==> src/rtl/adder_arb_pkg.sv <==
// Shared types and helpers for the adder arbiter slice.
package adder_arb_pkg;

    typedef enum logic [1:0] {IDLE, ISSUE, WAIT, RESP} state_t;

    // Index width that stays at least one bit wide for tiny requester counts.
    function automatic int id_width(input int n);
        return (n <= 2) ? 1 : $clog2(n);
    endfunction

endpackage

==> src/rtl/rr_arbiter.sv <==
// Combinational round-robin pick: first requester at or above ptr, wrapping.
module rr_arbiter #(
    parameter int N  = 4,
    parameter int IW = 2
) (
    input  logic [N-1:0]  req,
    input  logic [IW-1:0] ptr,
    output logic [N-1:0]  gnt,
    output logic [IW-1:0] idx,
    output logic          any
);

    logic [IW-1:0] k;

    always_comb begin
        gnt = '0;
        idx = '0;
        any = 1'b0;
        k   = '0;
        for (int i = 0; i < N; i++) begin
            k = IW'((int'(ptr) + i) % N);
            if (!any && req[k]) begin
                any    = 1'b1;
                gnt[k] = 1'b1;
                idx    = k;
            end
        end
    end

endmodule

==> src/rtl/adder_arbiter.sv <==
// Round-robin front end sharing one registered adder among several requesters,
// with a watchdog that turns a missing adder result into a tagged error response.
module adder_arbiter
    import adder_arb_pkg::*;
#(
    parameter int g_data_width = 8,
    parameter int g_num_req    = 4,
    parameter int g_timeout    = 8
) (
    input  logic                                i_clk,
    input  logic                                i_rst_n,
    input  logic [g_num_req-1:0]                i_req_valid,
    input  logic [g_num_req*g_data_width-1:0]   i_req_A,
    input  logic [g_num_req*g_data_width-1:0]   i_req_B,
    output logic [g_num_req-1:0]                o_req_ready,
    output logic                                o_add_valid,
    output logic [g_data_width-1:0]             o_add_A,
    output logic [g_data_width-1:0]             o_add_B,
    input  logic                                i_add_valid,
    input  logic [g_data_width:0]               i_add_C,
    output logic                                o_rsp_valid,
    output logic [id_width(g_num_req)-1:0]      o_rsp_id,
    output logic [g_data_width:0]               o_rsp_C,
    output logic                                o_rsp_err,
    input  logic                                i_rsp_ready,
    output logic                                o_busy
);

    localparam int IW = id_width(g_num_req);
    localparam int W  = g_data_width;

    state_t                        state;
    logic [IW-1:0]                 rr_ptr;
    logic [IW-1:0]                 lat_id;
    logic [W-1:0]                  lat_a;
    logic [W-1:0]                  lat_b;
    logic [W:0]                    result;
    logic                          err;
    logic [7:0]                    cnt;

    logic [g_num_req-1:0][W-1:0]   req_a;
    logic [g_num_req-1:0][W-1:0]   req_b;
    logic [g_num_req-1:0]          gnt;
    logic [IW-1:0]                 gnt_idx;
    logic                          gnt_any;

    assign req_a = i_req_A;
    assign req_b = i_req_B;

    rr_arbiter #(.N(g_num_req), .IW(IW)) u_rr (
        .req (i_req_valid),
        .ptr (rr_ptr),
        .gnt (gnt),
        .idx (gnt_idx),
        .any (gnt_any)
    );

    // Ready is gated by reset so nothing can appear accepted while held in reset.
    assign o_req_ready = (state == IDLE && i_rst_n) ? gnt : '0;
    assign o_add_A     = lat_a;
    assign o_add_B     = lat_b;
    assign o_rsp_id    = lat_id;
    assign o_rsp_C     = result;
    assign o_rsp_err   = err;
    assign o_busy      = (state != IDLE);

    always_ff @(posedge i_clk or negedge i_rst_n) begin
        if (!i_rst_n) begin
            state       <= IDLE;
            rr_ptr      <= '0;
            lat_id      <= '0;
            lat_a       <= '0;
            lat_b       <= '0;
            result      <= '0;
            err         <= 1'b0;
            cnt         <= '0;
            o_add_valid <= 1'b0;
            o_rsp_valid <= 1'b0;
        end else begin
            o_add_valid <= 1'b0;
            case (state)
                IDLE: begin
                    if (gnt_any) begin
                        lat_a       <= req_a[gnt_idx];
                        lat_b       <= req_b[gnt_idx];
                        lat_id      <= gnt_idx;
                        o_add_valid <= 1'b1;
                        state       <= ISSUE;
                    end
                end
                ISSUE: begin
                    cnt   <= '0;
                    state <= WAIT;
                end
                WAIT: begin
                    if (i_add_valid) begin
                        result      <= i_add_C;
                        err         <= 1'b0;
                        o_rsp_valid <= 1'b1;
                        state       <= RESP;
                    end else begin
                        cnt <= cnt + 8'd1;
                        if (cnt == 8'(g_timeout - 1)) begin
                            result      <= '0;
                            err         <= 1'b1;
                            o_rsp_valid <= 1'b1;
                            state       <= RESP;
                        end
                    end
                end
                RESP: begin
                    if (i_rsp_ready) begin
                        o_rsp_valid <= 1'b0;
                        rr_ptr      <= (lat_id == IW'(g_num_req - 1)) ? '0 : lat_id + IW'(1);
                        state       <= IDLE;
                    end
                end
                default: state <= IDLE;
            endcase
        end
    end

    a_ready_onehot: assert property (@(posedge i_clk) disable iff (!i_rst_n)
        $onehot0(o_req_ready));

    a_rsp_hold: assert property (@(posedge i_clk) disable iff (!i_rst_n)
        (o_rsp_valid && !i_rsp_ready) |=>
            (o_rsp_valid && $stable(o_rsp_id) && $stable(o_rsp_C) && $stable(o_rsp_err)));

endmodule

==> config.mk <==
export PLATFORM = sky130hd
export DESIGN_NAME = adder_arbiter
export DESIGN_NICKNAME = d
export VERILOG_FILES = /design/src/rtl/adder_arb_pkg.sv /design/src/rtl/rr_arbiter.sv /design/src/rtl/adder_arbiter.sv
export SDC_FILE = /design/constraint.sdc
export NUM_CORES = 1
export LEC_CHECK = 0
export CAP_MARGIN = 10
export CELL_PAD_IN_SITES_DETAIL_PLACEMENT = 1
export CELL_PAD_IN_SITES_GLOBAL_PLACEMENT = 2
export CORE_ASPECT_RATIO = 0.6
export CORE_MARGIN = 5
export CORE_UTILIZATION = 26
export CTS_BUF_LIST = sky130_fd_sc_hd__clkbuf_4 sky130_fd_sc_hd__clkbuf_8 sky130_fd_sc_hd__clkbuf_16
export DETAILED_ROUTE_END_ITERATION = 10
export PLACE_DENSITY = 0.81
export SLEW_MARGIN = 20
export SYNTH_ARGS = -nofsm -noshare
export SYNTH_HDL_FRONTEND = slang
export SYNTH_SLANG_ARGS = --single-unit
==> constraint.sdc <==
create_clock -name i_clk -period 3.8 [get_ports i_clk]
set_input_delay 0.38 -clock i_clk [delete_from_list [all_inputs] [get_ports i_clk]]
set_output_delay 0.38 -clock i_clk [all_outputs]
set_load 0.03 [all_outputs]
==> impl_metrics.tcl <==
set metrics [dict create \
    final_area_mm2 0.00489 \
    fp.dieArea_mm2 0.0156 \
    grt_start_max_net_pins 43 \
    drc 0 \
    swShare_pct 48.8 \
    diodes 0 \
    clock-sinks 42 \
    cts_tree "done" \
    max-vdd-ir-drop_mv 0.348 \
    area_growth_pct 43.5 \
    clk_path_buf_depth 2 \
    start_util_pct 26.5 \
    yosys.area.top_type_share_pct 30.8 \
    dr.first_iter.drc_count 178 \
    pwr_density_cell_mw_per_mm2 822 \
    cts.clk_slew.worst_paths_ps 70 \
    hold_viol 0 \
    final.setup.tns_ps 0 \
    die_h_um 98.7 \
    overflow 0 \
    ys_warn_count 0 \
    max_slew.worst_pin.slew_ps 1120 \
    crit_slowest_cell "mux4_2" \
    ctsResizeCount 0 \
    routedWlPerCell_um 20.1 \
    place.port_buffers 115 \
    htreeDepth 2 \
    syn-cell-area_mm2 0.00341 \
    run_status "finished, final reports clean" \
    crit_chain "inv_1 > ha_1 > mux4_2 > nor2b_2 > a221o_1 > o21ai_0 > a21oi_1 > buf_12" \
    cts-root-buf "clkbuf_16" \
    dr_total_vias 3604 \
    postCtsHoldBufs 0 \
    dp_hpwl_um 10000 \
    io_pins 116 \
    max_slew_margin_pct 24.8 \
    rsz0062_at_grt "false" \
    synth_top_cells_by_area "dfrtp_1, mux2i_1, nand2_1" \
    intPower_mw 2.06 \
    p_leak_nw 1.98 \
    vias_per_cell 5.37 \
    antenna_found_initial 0 \
    die_w_um 158 \
    crit_required_ps 3420 \
    ys_types 51 \
    max_stage_delay_ps 640 \
    holdCritPathClass "in -> async" \
    synthArstFlopShare_pct 100 \
    track_usage_pct 17.0 \
    clkPwrFrac_pct 12.8 \
    critPathLaunchType "flop" \
    worstPathMaxFanout 11 \
    gp_congestion 0.844 \
    pwr-share-seq_pct 20.4 \
    yosys.area.top_type "dfrtp_1" \
    p_sw_mw 1.96 \
    wl_um 13500 \
    drive_gt1_share_pct 7.98 \
    total_power_mw 4.02 \
    slew_violations 0 \
    cp-end-kind "primary output" \
    synthCells 398 \
    fin_cells 671 \
    setup_violations 0 \
    fillers 1469 \
    worstPathArrival_ps 3220 \
    grt_pass1_wl_um 21100 \
    fin_nets 595 \
    period_share_pct 94.8 \
    fin_crit_ps 3600 \
    synth_flop_cell "dfrtp_1" \
    insertion_delay_ps 290 \
    p_comb_share_pct 66.8 \
    finalWorstSetupSlack_ps 196 \
    cap_violations 0 \
    final_cell_mix "clkdlybuf4s50_1, nand2_1, dfrtp_1" \
    grt_pass1_vias 3808 \
    first_pass_iters 4 \
    ys_ff_latch 42 \
    holdWs_ps 191 \
    core_area_mm2 0.0129 \
    synth_edf_count 0 \
    dp_slack_ps 310 \
    dpl-instance-area_mm2 0.00472 \
    fin_skew_ps 6.18 \
    numCtsBuffers 5 \
    crit_type "reg -> out" \
    ant_nets 0 \
    rows 32 \
    dp_cells 663 \
    syn-num-nets 493 \
    seq_area_frac_synth_pct 30.8 \
    cts_setup_buffers 0 \
    avgSynthCellArea_um2 8.56 \
    layout_commonest_cell "clkdlybuf4s50_1" \
    post-route-util_pct 38.1 \
    fmax_mhz 277 \
]
-- final cells by class --
| type | instances | area (um^2) | area share, % |
|---|---|---|---|
| multi-input cells | 321 | 2210 | 45.2 |
| inverters | 8 | 30.0 | 0.614 |
| flip-flops and latches | 42 | 1050 | 21.5 |
| repair buffers | 122 | 1210 | 24.8 |
| well taps | 170 | 213 | 4.35 |
| clock buffers | 5 | 125 | 2.56 |
| clock inverters | 3 | 45.0 | 0.921 |
-- registers in the layout, summed over array words and instances, names as in the netlist --
name / count
o_rsp_C: 9
cnt: 8
o_add_A: 8
o_add_B: 8
o_rsp_id: 2
rr_ptr: 2
state: 2
o_add_valid: 1
o_rsp_err: 1
o_rsp_valid: 1
-- cell usage after synthesis (all sizes together) (9+ instances only) --
library cell  number
nand2             55
dfrtp             42
nor2              37
mux2i             22
o21ai             20
nor2b             19
a221oi            16
clkbuf            16
o22ai             16
nor3              15
a22o              14
ha                14
nand3             14
a2111o            12
buf               11
nand2b             9
-- cell families (layout without fill, tap and decap cells) --
family / Yosys count / after routing / share of synthesized area (%)
AOI/OAI and AO/OA: 110 / 110 / 25.7
adders and majority gates: 14 / 14 / 5.14
buffers and inverters: 35 / 138 / 4.52
muxes: 29 / 29 / 9.80
xor gates and xnor gates: 6 / 6 / 1.54
DFF: 42 / 42 / 30.8
and+or+nand+nor: 162 / 162 / 22.5
-- path summary, 6_finish.rpt --
| path | from | to | slack [ps] | cells past startpoint |
|---|---|---|---|---|
| setup / recovery | rr_ptr[1]$_DFFE_PN0P_ | o_req_ready[0] | 200 | 8 |
| hold / removal | i_rst_n | rr_ptr[1]$_DFFE_PN0P_ | 190 | 2 |
| setup reg to reg | rr_ptr[1]$_DFFE_PN0P_ | o_add_A[1]$_DFFE_PN0P_ | 230 | 8 |
| hold reg to reg | o_rsp_C[3]$_DFFE_PN0P_ | o_rsp_C[3]$_DFFE_PN0P_ | 500 | 1 |
| max in group asynchronous | i_rst_n | o_add_B[3]$_DFFE_PN0P_ | 3200 | 2 |
| min in group i_clk | o_rsp_C[3]$_DFFE_PN0P_ | o_rsp_C[3]$_DFFE_PN0P_ | 500 | 1 |
-- layer usage --
layer	GRT usage (%)	routed length, um	vias up
met3	4.12	890	9
met5	0	0	-
met4	2.45	91	0
met1	24.8	6570	1797
met2	26.1	5900	105
li1	-	-	1693
-- power groups by stage --
stage          Clock [mW]  Sequential [mW]  Combinational [mW]
2_1_floorplan           0             1.07                1.53
3_3_place_gp            0            0.818                2.62
3_5_place_dp            0            0.826                2.69
4_1_cts             0.525            0.823                2.72
5_1_grt             0.538            0.848                2.92
6_report            0.514            0.820                2.69
-- critical path: cells and delay by family (launching register included) --
kind / cells / cell delay (ps)
simple gates: 1 / 230
mux: 1 / 640
buf+inv: 2 / 420
fa+ha+maj: 1 / 550
compound gates: 3 / 550
flops: 1 / 540
Power figures use the tool's default switching activity.
